`config.mk`:
```
export PLATFORM = sky130hd
export DESIGN_NAME = alu_issue_ctrl
export DESIGN_NICKNAME = d
export VERILOG_FILES = /design/src/rtl/alu_pkg.sv /design/src/rtl/alu_latency_calc.sv /design/src/rtl/alu_issue_ctrl.sv
export SDC_FILE = /design/constraint.sdc
export NUM_CORES = 1
export LEC_CHECK = 0
export ABC_AREA = 1
export BUFFER_PORTS_ARGS = -buffer_cell sky130_fd_sc_hd__buf_2
export CAP_MARGIN = 20
export CORE_MARGIN = 3
export CORE_UTILIZATION = 35
export DETAILED_ROUTE_END_ITERATION = 10
export GPL_TIMING_DRIVEN = 0
export RECOVER_POWER = 25
export SLEW_MARGIN = 20
export SYNTH_ARGS = -nofsm -noshare
export SYNTH_HDL_FRONTEND = slang
export SYNTH_SLANG_ARGS = --single-unit
```
`constraint.sdc`:
```
create_clock -name CLOCK -period 4.5 [get_ports CLOCK]
set_clock_uncertainty 0.1 [all_clocks]
set_input_delay 0.9 -clock CLOCK [delete_from_list [all_inputs] [get_ports CLOCK]]
set_output_delay 0.9 -clock CLOCK [all_outputs]
set_load 0.005 [all_outputs]
```
`src/rtl/alu_pkg.sv`:
```
// Shared opcodes, FSM encoding and default operand width for the ALU issue/retire slice.
package alu_pkg;

    localparam int ALU_N = 8;

    localparam logic [3:0] OP_ADD = 4'b0000;
    localparam logic [3:0] OP_SUB = 4'b0001;
    localparam logic [3:0] OP_AND = 4'b0010;
    localparam logic [3:0] OP_OR  = 4'b0011;
    localparam logic [3:0] OP_XOR = 4'b0100;
    localparam logic [3:0] MUL_OP = 4'b1111;

    typedef enum logic [1:0] {
        IDLE = 2'd0,
        WAIT = 2'd1,
        DONE = 2'd2
    } state_t;

endpackage

```
`src/rtl/alu_latency_calc.sv`:
```
// Combinational ALU latency: 1 for plain ops, (bit length of |B|) + 1 for the multiply.
module alu_latency_calc #(
    parameter int N     = 8,
    parameter int CNT_W = $clog2(N + 2)
) (
    input  logic [N-1:0]     b,
    input  logic             is_mul,
    output logic [CNT_W-1:0] w
);

    logic [N-1:0]     mag;
    logic [CNT_W-1:0] lead;

    always_comb begin
        // -2^(N-1) negates to itself, which read unsigned is exactly 2^(N-1)
        mag  = b[N-1] ? (~b + {{(N-1){1'b0}}, 1'b1}) : b;
        lead = '0;
        for (int i = 0; i < N; i++) begin
            if (mag[i]) lead = CNT_W'(i + 1);
        end
        w = is_mul ? (lead + {{(CNT_W-1){1'b0}}, 1'b1}) : CNT_W'(1);
    end

endmodule

```
`src/rtl/alu_issue_ctrl.sv`:
```
// Issue/retire controller around the ALU: holds operands for the op's latency, then captures the result.
// Optional STAT_OPS/STAT_CYCLES counters are built when ALU_ISSUE_STATS_EN is defined.
module alu_issue_ctrl
    import alu_pkg::*;
#(
    parameter int         N      = ALU_N,
    parameter logic [3:0] MUL_OP = alu_pkg::MUL_OP,
    parameter int         CNT_W  = $clog2(N + 2)
) (
    input  logic           CLOCK,
    input  logic           RESET_N,
    input  logic           IN_VALID,
    output logic           IN_READY,
    input  logic [N-1:0]   IN_A,
    input  logic [N-1:0]   IN_B,
    input  logic [3:0]     IN_OP,
    output logic [N-1:0]   ALU_A,
    output logic [N-1:0]   ALU_B,
    output logic [3:0]     ALU_OP,
    input  logic [2*N-1:0] ALU_S,
    input  logic           ALU_CARRY,
    output logic           OUT_VALID,
    input  logic           OUT_READY,
    output logic [2*N-1:0] OUT_S,
    output logic           OUT_CARRY,
    output logic [3:0]     OUT_OP,
    output logic           BUSY
`ifdef ALU_ISSUE_STATS_EN
   ,output logic [15:0]    STAT_OPS
   ,output logic [31:0]    STAT_CYCLES
`endif
);

    logic rst_meta_q, rst_sync_q;

    // Assert asynchronously, release two edges after RESET_N rises
    always_ff @(posedge CLOCK or negedge RESET_N) begin
        if (!RESET_N) begin
            rst_meta_q <= 1'b0;
            rst_sync_q <= 1'b0;
        end else begin
            rst_meta_q <= 1'b1;
            rst_sync_q <= rst_meta_q;
        end
    end

    state_t           state_q, state_d;
    logic [CNT_W-1:0] cnt_q, cnt_d;
    logic [N-1:0]     alu_a_q, alu_a_d, alu_b_q, alu_b_d;
    logic [3:0]       alu_op_q, alu_op_d;
    logic [2*N-1:0]   out_s_q, out_s_d;
    logic             out_carry_q, out_carry_d;
    logic [3:0]       out_op_q, out_op_d;
    logic [CNT_W-1:0] lat_w;

    alu_latency_calc #(.N(N), .CNT_W(CNT_W)) u_lat (
        .b      (IN_B),
        .is_mul (IN_OP == MUL_OP),
        .w      (lat_w)
    );

    always_comb begin
        state_d     = state_q;
        cnt_d       = cnt_q;
        alu_a_d     = alu_a_q;
        alu_b_d     = alu_b_q;
        alu_op_d    = alu_op_q;
        out_s_d     = out_s_q;
        out_carry_d = out_carry_q;
        out_op_d    = out_op_q;
        case (state_q)
            IDLE: begin
                if (IN_VALID) begin
                    alu_a_d  = IN_A;
                    alu_b_d  = IN_B;
                    alu_op_d = IN_OP;
                    cnt_d    = lat_w;
                    state_d  = WAIT;
                end
            end
            WAIT: begin
                cnt_d = cnt_q - {{(CNT_W-1){1'b0}}, 1'b1};
                if (cnt_q == {{(CNT_W-1){1'b0}}, 1'b1}) begin
                    out_s_d     = ALU_S;
                    out_carry_d = ALU_CARRY;
                    out_op_d    = alu_op_q;
                    state_d     = DONE;
                end
            end
            DONE: begin
                if (OUT_READY) state_d = IDLE;
            end
            default: state_d = IDLE;
        endcase
    end

    always_ff @(posedge CLOCK or negedge rst_sync_q) begin
        if (!rst_sync_q) begin
            state_q     <= IDLE;
            cnt_q       <= '0;
            alu_a_q     <= '0;
            alu_b_q     <= '0;
            alu_op_q    <= '0;
            out_s_q     <= '0;
            out_carry_q <= 1'b0;
            out_op_q    <= '0;
        end else begin
            state_q     <= state_d;
            cnt_q       <= cnt_d;
            alu_a_q     <= alu_a_d;
            alu_b_q     <= alu_b_d;
            alu_op_q    <= alu_op_d;
            out_s_q     <= out_s_d;
            out_carry_q <= out_carry_d;
            out_op_q    <= out_op_d;
        end
    end

    assign IN_READY  = (state_q == IDLE);
    assign OUT_VALID = (state_q == DONE);
    assign BUSY      = (state_q != IDLE);
    assign ALU_A     = alu_a_q;
    assign ALU_B     = alu_b_q;
    assign ALU_OP    = alu_op_q;
    assign OUT_S     = out_s_q;
    assign OUT_CARRY = out_carry_q;
    assign OUT_OP    = out_op_q;

`ifdef ALU_ISSUE_STATS_EN
    logic [15:0] stat_ops_q, stat_ops_d;
    logic [31:0] stat_cycles_q, stat_cycles_d;

    always_comb begin
        stat_ops_d    = stat_ops_q;
        stat_cycles_d = stat_cycles_q;
        if (OUT_VALID && OUT_READY && (stat_ops_q != '1))
            stat_ops_d = stat_ops_q + 16'd1;
        if ((state_q == WAIT) && (stat_cycles_q != '1))
            stat_cycles_d = stat_cycles_q + 32'd1;
    end

    always_ff @(posedge CLOCK or negedge rst_sync_q) begin
        if (!rst_sync_q) begin
            stat_ops_q    <= '0;
            stat_cycles_q <= '0;
        end else begin
            stat_ops_q    <= stat_ops_d;
            stat_cycles_q <= stat_cycles_d;
        end
    end

    assign STAT_OPS    = stat_ops_q;
    assign STAT_CYCLES = stat_cycles_q;
`endif

endmodule

```
==> results.cfg <==
[sta]
setup_tns_ps = 0
period_share_pct = 48.3
finalWorstSetupSlack_ps = 2330
slew_violations = 0
slew_headroom_pct = 10.9
fin_crit_ps = 2170
rsz0062_at_grt = no
setup_viol = 0
hold_viol_final = 0
tightest_slew_ps = 1340
fmax_ghz = 0.460

[floorplanning]
rows = 28
die_h_um = 86.4
io_pins = 85
start_util_pct = 37.2
core_area_sq_um = 6100
dieArea_sq_um = 7470
dieWidth_um = 86.4

[yosys]
async_flop_share_pct = 100
synth_cells = 244
netlist_top_cells_count = nand2_1 (68), dfrtp_1 (49), inv_1 (25)
netlist_top_cells_area = dfrtp_1 (54%), nand2_1 (11%), mux2_2 (7.5%), o21ai_0 (4.4%), inv_1 (4.1%)
seq_area_frac_synth_pct = 54.1
synth_edf_count = 0
synth_top_cell_area_share_pct = 54.1
syn-num-nets = 288
yosysUniqueCellTypes = 26
ys_seq_elements = 49
synth_area_sq_um = 2260
syn_area_per_cell_sq_um = 9.28
ys_warn_count = 0
yosysMostFrequentCell = nand2_1
yosys_most_used_dff = dfrtp_1
yosysTopAreaCell = dfrtp_1

[power_and_ir_drop]
p_per_area_nw_per_um2 = 597
leakage_nw = 1.54
ir_drop_v = 0.000274

[cts]
clkLatencyLatePin_ps = 290
ctsResizeCount = 0
cts_inserted_buffers = 5
cts_buffer_depth = 2
cts_max_level = 2
ctsHoldBuffers = 0
cts_tree = done
clk_pin_slew_ps = 90
clock_sinks = 49
clock-root-buffer = clkbuf_8
post-cts-setup-buffers = 0

[routing]
wl_per_cell_um = 11.5
drt_pre_antenna_iters = 4
routed_wl_mm = 4.74
vias_per_cell = 4.50
route.detailed.drc = 0
vias = 1854
antenna_left = 0
drt_iter0_drc = 51

[final_layout]
n_antenna_cell = 0
nFillCells = 630
drive_gt1_share_pct = 38.9
area_delta_synth_final_pct = 26.5
final_nets = 380

[setup_path]
critical-path-top-delay-family = buffers and inverters
cpMaxStageDelayCell = clkbuf_1
slowest_delay_ps = 1040
worstSetupPathType = flop to async pin
cp.depth = 1
worstPathMaxFanout = 26
critPathLaunchType = flop
cp.buffers_inverters = 1
cp-end-kind = async pin
cp_data_arrival_time_ps = 2270
rr_worst_depth = 1
cp_data_required_time_ps = 4600
path_cells = clkbuf_1

[placed_design]
dp_hpwl_mm = 3.73
detailedPlace.worstSlack_ps = 2050
gp_congestion = 0.830
io_buffers = 84

[grt]
antenna_found_initial = 0
grt_overflow = 0
grt_pass1_wl_mm = 7.49
grt_use_total_pct = 12.6
first_global_vias = 1710
grt_start_max_net_pins = 27

[run]
maxCapViolCount = 0

[worst_hold_path]
min_path_type = flop to async pin

[outcome]
status = finished, final reports clean
[cells by family after synthesis]
family	synth area share (%)
adders and majority gates	1.66
DFF	54.1
muxes	8.45
and+or+nand+nor	21.4
other	0.166
AOI/OAI and AO/OA	7.68
buffers and inverters	6.52
[cells in the final DEF (no fill, tap or decap), drive strengths merged]
master | netlist | layout
conb | 1 | 1
nor2 | 13 | 13
nor4 | 1 | 1
ha | 3 | 3
inv | 29 | 29
o31ai | 1 | 1
clkinv | 0 | 2
o21ai | 21 | 21
nand2 | 75 | 75
dfrtp | 49 | 49
nand3 | 16 | 16
o211ai | 1 | 1
nand4 | 3 | 3
a21oi | 7 | 7
mux2 | 17 | 17
buf | 5 | 88
clkbuf | 2 | 10
[report_power, final]
group          internal (W)  switching [W]
registers          0.000648      0.0000990
logic              0.000345       0.000369
clock network      0.000108       0.000140
total               0.00110       0.000608
[worst paths after layout]
| check | slack, ps | from | to |
|---|---|---|---|
| max in group CLOCK | 2350 | IN_B[0] | cnt_q[2]$_DFFE_PN0P_ |
| worst min register to register | 260 | rst_sync_q$_DFF_PN0_ | ALU_B[7]$_DFFE_PN0P_ |
| worst min-delay path | 260 | rst_sync_q$_DFF_PN0_ | ALU_B[7]$_DFFE_PN0P_ |
| worst max register to register | 2330 | rst_sync_q$_DFF_PN0_ | OUT_S[2]$_DFFE_PN0P_ |
| min in group CLOCK | 260 | rst_meta_q$_DFF_PN0_ | rst_sync_q$_DFF_PN0_ |
| worst max-delay path | 2330 | rst_sync_q$_DFF_PN0_ | OUT_S[2]$_DFFE_PN0P_ |
[sequential cells by signal (all words and copies together), names as in the netlist]
| name | cells |
|---|---|
| ALU_A | 8 |
| ALU_B | 8 |
| ALU_OP | 4 |
| OUT_CARRY | 1 |
| OUT_OP | 4 |
| OUT_S | 16 |
| cnt_q | 4 |
| rst_meta_q | 1 |
| rst_sync_q | 1 |
| state_q | 2 |
[layout make-up]
type,count,area (sq um),area share [%]
Buffer,7,38.8,1.35
Clock buffer,6,72.6,2.53
Clock inverter,2,10.0,0.349
Inverter,29,109,3.80
Multi-Input combinational cell,159,891,31.1
Sequential cell,49,1230,42.8
Tap cell,75,93.8,3.28
Timing Repair Buffer,85,423,14.8
[metrics by stage]
step / instances / utilization [%] / hold WS, ps / area [sq um] / total power (W)
finish: 412 / 47.0 / 264 / 2860 / 0.00171
global route: 412 / 47.0 / 252 / 2860 / 0.00187
CTS: 412 / 47.3 / 168 / 2880 / 0.00174
detailed placement: 404 / 45.9 / 165 / 2800 / 0.00149
global placement: 403 / 45.6 / 236 / 2780 / 0.00147
floorplan: 244 / - / 231 / 2260 / 0.00119
[routing by layer]
metal	track usage [%]	vias up	part of all wire (%)
met5	0	-	0
li1	-	960	-
met4	3.82	0	0.78
met2	21.2	57	44
met1	15.5	835	48
met3	3.80	2	7.2
Power figures use the tool's default switching activity.
